**src/rtl/operand_fetch.sv**
```systemverilog
// Operand-fetch stage between decode and execute.
//
// Accepts decoded instructions over a valid/ready handshake, drives the
// regfile read addresses combinationally, captures operands with a
// same-cycle writeback bypass, and presents them registered to execute.
// A per-register scoreboard tracks outstanding destination writes.
// Issue stalls on RAW hazards (a source is pending) and on WAW hazards
// (the destination is pending). A writeback arriving in the same cycle
// resolves either kind of hazard.
//
// Ports:
//   clk, rst_n                 clock, async active-low reset
//   in_valid/in_ready          upstream handshake
//   in_rs1/in_rs2/in_rd        source and destination register addresses
//   in_rd_we, in_op            destination write flag, pass-through opcode
//   ra1/ra2, rd1/rd2           regfile read port (combinational read)
//   wb_we/wb_wa/wb_wd          writeback port (same signals as regfile write)
//   out_valid/out_ready        downstream handshake
//   out_a/out_b                captured operands
//   out_rd/out_rd_we/out_op    pass-through destination and opcode
//   pend_cnt                   number of pending scoreboard bits
module operand_fetch #(
    parameter int DW   = 32,
    parameter int AW   = 6,
    parameter int NREG = 64,
    parameter int OPW  = 6
) (
    input  logic           clk,
    input  logic           rst_n,
    input  logic           in_valid,
    output logic           in_ready,
    input  logic [AW-1:0]  in_rs1,
    input  logic [AW-1:0]  in_rs2,
    input  logic [AW-1:0]  in_rd,
    input  logic           in_rd_we,
    input  logic [OPW-1:0] in_op,
    output logic [AW-1:0]  ra1,
    output logic [AW-1:0]  ra2,
    input  logic [DW-1:0]  rd1,
    input  logic [DW-1:0]  rd2,
    input  logic           wb_we,
    input  logic [AW-1:0]  wb_wa,
    input  logic [DW-1:0]  wb_wd,
    output logic           out_valid,
    input  logic           out_ready,
    output logic [DW-1:0]  out_a,
    output logic [DW-1:0]  out_b,
    output logic [AW-1:0]  out_rd,
    output logic           out_rd_we,
    output logic [OPW-1:0] out_op,
    output logic [AW:0]    pend_cnt
);

    logic [NREG-1:0] pend_q, pend_d;
    logic [NREG-1:0] clr_mask, set_mask;
    logic [AW:0]     cnt_q, cnt_d;

    logic            valid_q;
    logic [DW-1:0]   a_q, b_q;
    logic [AW-1:0]   rd_q;
    logic            rd_we_q;
    logic [OPW-1:0]  op_q;

    logic fwd1, fwd2, fwd_rd;
    logic hazard, accept;

    assign ra1 = in_rs1;
    assign ra2 = in_rs2;

    assign fwd1   = wb_we && (wb_wa == in_rs1);
    assign fwd2   = wb_we && (wb_wa == in_rs2);
    assign fwd_rd = wb_we && (wb_wa == in_rd);

    // A writeback landing this cycle clears its pending bit at the edge, so
    // it no longer blocks a reader (bypassed) or a new writer of that register.
    assign hazard = (pend_q[in_rs1] && !fwd1)
                 || (pend_q[in_rs2] && !fwd2)
                 || (in_rd_we && pend_q[in_rd] && !fwd_rd);

    assign in_ready = (!valid_q || out_ready) && !hazard;
    assign accept   = in_valid && in_ready;

    // Set is applied after clear so a new writer wins over a retiring one.
    always_comb begin
        clr_mask = '0;
        set_mask = '0;
        if (wb_we) clr_mask[wb_wa] = 1'b1;
        if (accept && in_rd_we) set_mask[in_rd] = 1'b1;
        pend_d = (pend_q & ~clr_mask) | set_mask;
        cnt_d = '0;
        for (int i = 0; i < NREG; i++) begin
            cnt_d = cnt_d + {{AW{1'b0}}, pend_d[i]};
        end
    end

    always_ff @(posedge clk or negedge rst_n) begin
        if (!rst_n) begin
            pend_q <= '0;
            cnt_q  <= '0;
        end else begin
            pend_q <= pend_d;
            cnt_q  <= cnt_d;
        end
    end

    always_ff @(posedge clk or negedge rst_n) begin
        if (!rst_n) begin
            valid_q <= 1'b0;
            a_q     <= '0;
            b_q     <= '0;
            rd_q    <= '0;
            rd_we_q <= 1'b0;
            op_q    <= '0;
        end else if (accept) begin
            valid_q <= 1'b1;
            a_q     <= fwd1 ? wb_wd : rd1;
            b_q     <= fwd2 ? wb_wd : rd2;
            rd_q    <= in_rd;
            rd_we_q <= in_rd_we;
            op_q    <= in_op;
        end else if (out_ready) begin
            valid_q <= 1'b0;
        end
    end

    assign out_valid = valid_q;
    assign out_a     = a_q;
    assign out_b     = b_q;
    assign out_rd    = rd_q;
    assign out_rd_we = rd_we_q;
    assign out_op    = op_q;
    assign pend_cnt  = cnt_q;

endmodule

```
**config.mk**
```make
export PLATFORM = sky130hd
export DESIGN_NAME = operand_fetch
export DESIGN_NICKNAME = d
export VERILOG_FILES = /design/src/rtl/operand_fetch.sv
export SDC_FILE = /design/constraint.sdc
export NUM_CORES = 1
export LEC_CHECK = 0
export ABC_AREA = 1
export BUFFER_PORTS_ARGS = -buffer_cell sky130_fd_sc_hd__buf_2
export CORE_UTILIZATION = 40
export DETAILED_ROUTE_END_ITERATION = 12
export GPL_TIMING_DRIVEN = 0
export MAX_ROUTING_LAYER = met4
export SLEW_MARGIN = 20
export SYNTH_ARGS = -nofsm -noshare
export SYNTH_HDL_FRONTEND = slang
export SYNTH_SLANG_ARGS = --single-unit
```
**constraint.sdc**
```tcl
create_clock -name clk -period 20.4 [get_ports clk]
set_clock_uncertainty 0.1 [all_clocks]
set_input_delay 3.06 -clock clk [delete_from_list [all_inputs] [get_ports clk]]
set_output_delay 3.06 -clock clk [all_outputs]
set_load 0.01 [all_outputs]
```
# Yosys cells after proc, flatten, opt, wreduce, memory -nomap -nowiden
# Cells that the tools add are included.
[totals]
register_bits = 149
in_bits = 132
out_inout_bits = 98
word_cells = 120
[op_classes]
addsub = 63
order_cmp = 6
eq_ne = 3
muxes = 16
bitwise = 3
n_reduce_logical = 21
[op_table]
columns = ["op", "count"]
rows = [
  ["$add 7x1->7", 57],
  ["$mux 64", 2],
  ["$and 64x64->64", 1],
  ["$mux 32", 2],
  ["$not 64->64", 1],
  ["$or 64x64->64", 1],
  ["$lt 6x7->1 const B", 4],
  ["$bmux 1 s6", 3],
  ["$eq 6x6->1", 3],
  ["$demux 1 s6", 2],
  ["$ge 6x1->1 const B", 2],
  ["$logic_and 1x1->1", 12],
  ["$add 6x1->7", 1],
  ["$mux 1", 7],
  ["$add 5x1->6", 1],
  ["$add 4x1->5", 1],
  ["$logic_not 1->1", 5],
  ["$add 3x1->4", 1],
  ["$add 2x1->3", 1],
  ["$logic_or 1x1->1", 3],
  ["$add 1x1->2", 1],
  ["$reduce_bool 2->1", 1],
]

# Depth between registers and ports, before layout
[depth]
depth_word = 75
ltp_mapped = 42
mapped_depth_nobuf = 38

# Least setup slack after synthesis
# Ideal clock, no wire load.
[synth_path]
path_type = "input-to-reg"
from = "in in_rs1[1]"
to = "reg cnt_q[5], in the netlist pend_cnt[5]"
arrival_ps = 9907
required_time_ps = 20221
slack_ps = 10314
stages = 33
n_path_buf = 4
path_cell_list = "buf_2 -> inv_2 -> buf_2 -> o22ai_1 -> a221oi_1 -> nand4_1 -> nand2_1 -> nand4_2 -> nor2_2 -> buf_6 -> buf_4 -> a21oi_1 -> fa_1 -> inv_1 -> fa_1 -> fa_1 -> inv_1 -> fa_1 -> inv_1 -> fa_1 -> fa_1 -> fa_1 -> inv_1 -> fa_1 -> inv_1 -> ha_1 -> nand3_1 -> and2_1 -> inv_1 -> a21oi_1 -> nor2_1 -> nor2_1 -> xor2_1"
[synth_via]
elab_chain_len = 75
elab_cells_between_ends = 77
cone_classes = "63 x add/sub; 1 x eq/ne; 3 x mux; 1 x bitwise; 9 x reduce/logical"
[synth_lines]
columns = ["item", "line_no", "text"]
rows = [
  ["start: declaration", "32", "input logic [AW-1:0] in_rs1,"],
  ["branches (longest 3 deep; another with $bmux 1 s6)", "-", ""],
  ["$logic_and 1x1->1 *", "76", "assign hazard = (pend_q[in_rs1] && !fwd1)"],
  ["$logic_or 1x1->1 *", "77", "|| (pend_q[in_rs2] && !fwd2)"],
  ["$logic_or 1x1->1 *", "78", "|| (in_rd_we && pend_q[in_rd] && !fwd_rd);"],
  ["$logic_not 1->1 *", "80", "assign in_ready = (!valid_q || out_ready) && !hazard;"],
  ["$logic_and 1x1->1 *", "80", ""],
  ["$logic_and 1x1->1 *", "81", "assign accept = in_valid && in_ready;"],
  ["$logic_and 1x1->1 *", "88", "if (accept && in_rd_we) set_mask[in_rd] = 1'b1;"],
  ["[3 not listed]", "-", ""],
  ["$add 2x1->3", "92", "cnt_d = cnt_d + {{AW{1'b0}}, pend_d[i]};"],
  ["$add 3x1->4", "92", ""],
  ["$add 4x1->5", "92", ""],
  ["$add 5x1->6", "92", ""],
  ["$add 6x1->7", "92", ""],
  ["$add 7x1->7 (56 in series)", "92", ""],
  ["$add 7x1->7 *", "92", ""],
  ["net cnt_d[5]", "56", "logic [AW:0] cnt_q, cnt_d;"],
  ["end signal: assignment", "102", "cnt_q <= cnt_d;"],
  ["end: declaration", "56", ""],
]
# Mark *: on every way through the listed nets, which the timed path passes. The select of a mux whose other input is x is not followed.
# A chain may end at the register's enable or synchronous reset.

# Worst setup path in the final report
[layout_path]
from = "in in_rd[2]"
to = "reg cnt_q[5], in the netlist pend_cnt[5]"
[layout_via]
elab_chain_len = 74
elab_cells_between_ends = 82
cone_classes = "63 x add/sub; 2 x order compare; 1 x eq/ne; 5 x mux; 1 x bitwise; 10 x reduce/logical"
[layout_lines]
columns = ["item", "line_no", "text"]
rows = [
  ["start: declaration", "34", "input logic [AW-1:0] in_rd,"],
  ["$bmux 1 s6 / $eq 6x6->1 (equally long branches)", "78, 72", ""],
  ["$mux 1 (implied by the code) / $logic_and 1x1->1 (equally long branches)", "78, 72", ""],
  ["$logic_and 1x1->1 / $logic_not 1->1 (equally long branches)", "78", ""],
  ["$logic_and 1x1->1", "78", ""],
  ["$logic_or 1x1->1", "78", ""],
  ["$logic_not 1->1", "80", ""],
  ["$logic_and 1x1->1", "80", ""],
  ["$logic_and 1x1->1", "81", ""],
  ["[4 not listed]", "-", ""],
  ["$add 2x1->3", "92", ""],
  ["$add 3x1->4", "92", ""],
  ["$add 4x1->5", "92", ""],
  ["$add 5x1->6", "92", ""],
  ["$add 6x1->7", "92", ""],
  ["$add 7x1->7 (56 in series)", "92", ""],
  ["$add 7x1->7 *", "92", ""],
  ["net cnt_d[5]", "56", ""],
]
# Mark *: on every way through the listed nets, which the timed path passes. The rest lies on a longest branch. The select of a mux whose other input is x is not followed.

==> impl_results.md <==
* Most used cell, CP: fa_1
* Drt drc at 0
* Io pins at 230
* Reg2reg start: pend_q[46]$_DFF_PN0_
* Worst skew pair latency at 430 ps
* Worst Tran Pin Value at 976 ps
* Die Y at 170 um
* Port bufs at 218
* Hold Vio Cnt, Final at 0
* Post-CTS Setup Inserts at 0
* Post-synthesis average cell area at 6.62 um^2
* H-tree Lvls at 4
* CP Max Fanout at 10
* Min Tclk post-route at 11000 ps
* Drt first pass iters at 6
* RR Endpoint: pend_cnt[5]$_DFF_PN0_
* Core region area at 27300 um^2
* Vias at 12059
* DP HPWL at 35500 um
* Root Driver: clkbuf_16
* VDD IR max at 0.767 mV
* Pwr dens at 162 nW/um^2
* Fin crit share at 53.9%
* Startpoint Class: input port
* Register area share after synthesis at 33.2%
* FF-to-FF path depth at 35
* Max Fclk at 0.0909 GHz
* Ys Warns at 0
* Initial drt markers at 1366
* CP Class: input port to flop
* CTS resizes at 0
* Area growth, synth to finish at 19.7%
* Synthesis-stage register bit count at 149
* Routed wire length per instance at 19.5 um
* Cts bufs inserted at 17
* Maximum clock path buffer count at 2
* Arr. time, crit path at 11260 ps
* TritonCTS clock tree: done
* First-pass GRT wire length at 68000 um
* Post-Syn Instances at 1696
* Overflow after GRT at 0
* Final Wtd Congestion at 1.00
* CTS Hold Buffers Added at 0
* Die area at 28800 um^2
* Fin. max-slew vios at 0
* CP peak stage delay at 600 ps
* Rel. slew slack at 34.4%
* Final worst slack at 9400 ps
* Row count at 60
* Crit path capture type: flop
* Origin of the worst min-delay path: out_b[16]$_DFFE_PN0N_
* CP max-delay cell: fa_1
* Synthesized Nets at 1897
* Cell count of the worst hold path at 2
* Clock sink count at 149
* WL final at 45200 um
* Worst Hold Class: flop to flop
* Post-Synthesis Cell Area at 11200 um^2
* Drt via density at 5.20
* Final setup fails at 0
* Total GRT Usage at 32.8%
* Share of cells above drive strength 1 at 16.2%
* Hold Path Sink: out_b[16]$_DFFE_PN0N_
* Post-route ant nets at 0
* Synth unique cells at 33
* Number of global-route vias before repair at 11215
* Largest net degree at the start of global routing at 77
* P_leak at 0.00765 uW
* Layout net count at 2135
* Setup TNS at 0 ps
* Initial antenna violation count at 1
* RSZ-0062 raised after global routing: no
* R2R Setup Slk at 12070 ps
* Pre-CTS setup slack at 9030 ps
* Maxcap violations at 0
* Die width at 170 um
* Initial Utilization at 41.2%
* CTS clock-pin slew for the worst setup and hold paths at 70 ps
* Outcome: finished clean
* WP data required at 20660 ps
[registers in the layout, indices dropped and copies added, names as in the netlist]
register / flops
out_valid: 1
out_op: 6
out_rd_we: 1
out_a: 32
out_rd: 6
out_b: 32
pend_q: 64
pend_cnt: 7
[layer usage]
metal	vias to the layer above	track usage, %	part of all wire (%)
met5	-	-	0
met3	76	4.94	9.2
met2	583	49.8	46
li1	5707	-	-
met1	5693	45.1	43
met4	0	10.1	2.4
[kinds of logic (layout without fill, tap and decap cells)]
group / Yosys count / in the layout / share of synthesized area, %
XOR/XNOR: 6 / 6 / 0.468
AND/OR/NAND/NOR: 948 / 948 / 33.4
AO/OA/AOI/OAI: 213 / 213 / 9.92
flip-flops: 149 / 149 / 33.2
buffers and inverters: 311 / 562 / 11.7
other: 0 / 1 / 0
adder cells (fa/ha/maj): 69 / 69 / 11.3
[synth_stat cells]
cell type | instances | area [um^2]
o21ai_1 | 4 | 20.0
nand4_1 | 2 | 12.5
o211ai_1 | 5 | 37.5
o21bai_1 | 1 | 7.51
clkbuf_1 | 33 | 124
or2_1 | 1 | 6.26
o21ai_0 | 119 | 596
a21oi_1 | 69 | 345
buf_2 | 35 | 175
nand3b_1 | 1 | 7.51
and2_1 | 1 | 6.26
o31ai_1 | 1 | 7.51
xnor2_1 | 2 | 17.5
nor2_2 | 1 | 6.26
buf_4 | 19 | 143
buf_6 | 4 | 45.0
o22ai_1 | 7 | 43.8
nor2_1 | 93 | 349
inv_1 | 213 | 800
dfrtp_1 | 149 | 3730
a21oi_2 | 1 | 8.76
nand4_2 | 1 | 12.5
nor3_1 | 19 | 95.1
a31oi_1 | 2 | 12.5
xor2_1 | 4 | 35.0
a221oi_1 | 3 | 26.3
inv_2 | 4 | 15.0
ha_1 | 15 | 188
fa_1 | 54 | 1080
nand2_1 | 711 | 2670
o2111ai_1 | 1 | 8.76
clkinv_1 | 3 | 11.3
nand3_1 | 118 | 591
[area by class of cell]
type	instances	area [um^2]
sequential	149	3730
clock inverter	13	168
inverter	220	826
multi-input combinational	1236	6190
tap	372	465
fill	2812	13800
timing repair buffer	219	1130
clock buffer	19	453
antenna	1	2.50
buffer	91	487
[critical path, delay by kind of cell]
family / cells / cell delay, ps
AO/OA/AOI/OAI: 4 / 660
XOR/XNOR: 1 / 160
adder cells (fa/ha/maj): 9 / 4460
buffers and inverters: 10 / 1250
AND/OR/NAND/NOR: 12 / 1660
[report_power, final]
| part | total [uW] | internal [uW] | switching [uW] |
|---|---|---|---|
| clock | 340 | 201 | 138 |
| combinational | 1390 | 584 | 804 |
| sequential | 445 | 392 | 52.8 |
| total | 2170 | 1180 | 996 |
[worst max path at each step]
stage	depth (start not counted)	slack [ps]	end	startpoint
after floorplan	33	10310	pend_cnt[5]$_DFF_PN0_	in_rs1[1]
after global placement	36	9000	pend_cnt[5]$_DFF_PN0_	in_rd[2]
after detailed placement	36	9030	pend_cnt[5]$_DFF_PN0_	in_rd[2]
after CTS	36	9450	pend_cnt[5]$_DFF_PN0_	in_rd[2]
after global routing	36	8990	pend_cnt[5]$_DFF_PN0_	in_rd[2]
final	36	9400	pend_cnt[5]$_DFF_PN0_	in_rd[2]
[stage by stage]
step	std cells	power, uW	hold slack (ps)	area (um^2)	utilization, %
floorplan	1696	1440	415	11200	-
global placement	2286	1840	359	12800	46.9
detailed placement	2287	1860	360	12800	47.1
CTS	2319	2210	377	13400	49.3
global route	2320	2430	385	13400	49.3
finish	2320	2170	373	13400	49.3
[placed cells by master, fill, tap and decap left out, drive strengths merged, types with 19 or more instances in the layout]
master,instances
a21oi,70
o21ai,123
nand3,118
nand2,711
buf,277
dfrtp,149
clkbuf,52
nor3,19
nor2,94
inv,223
fa,54
(Power assumes the default switching activity.)
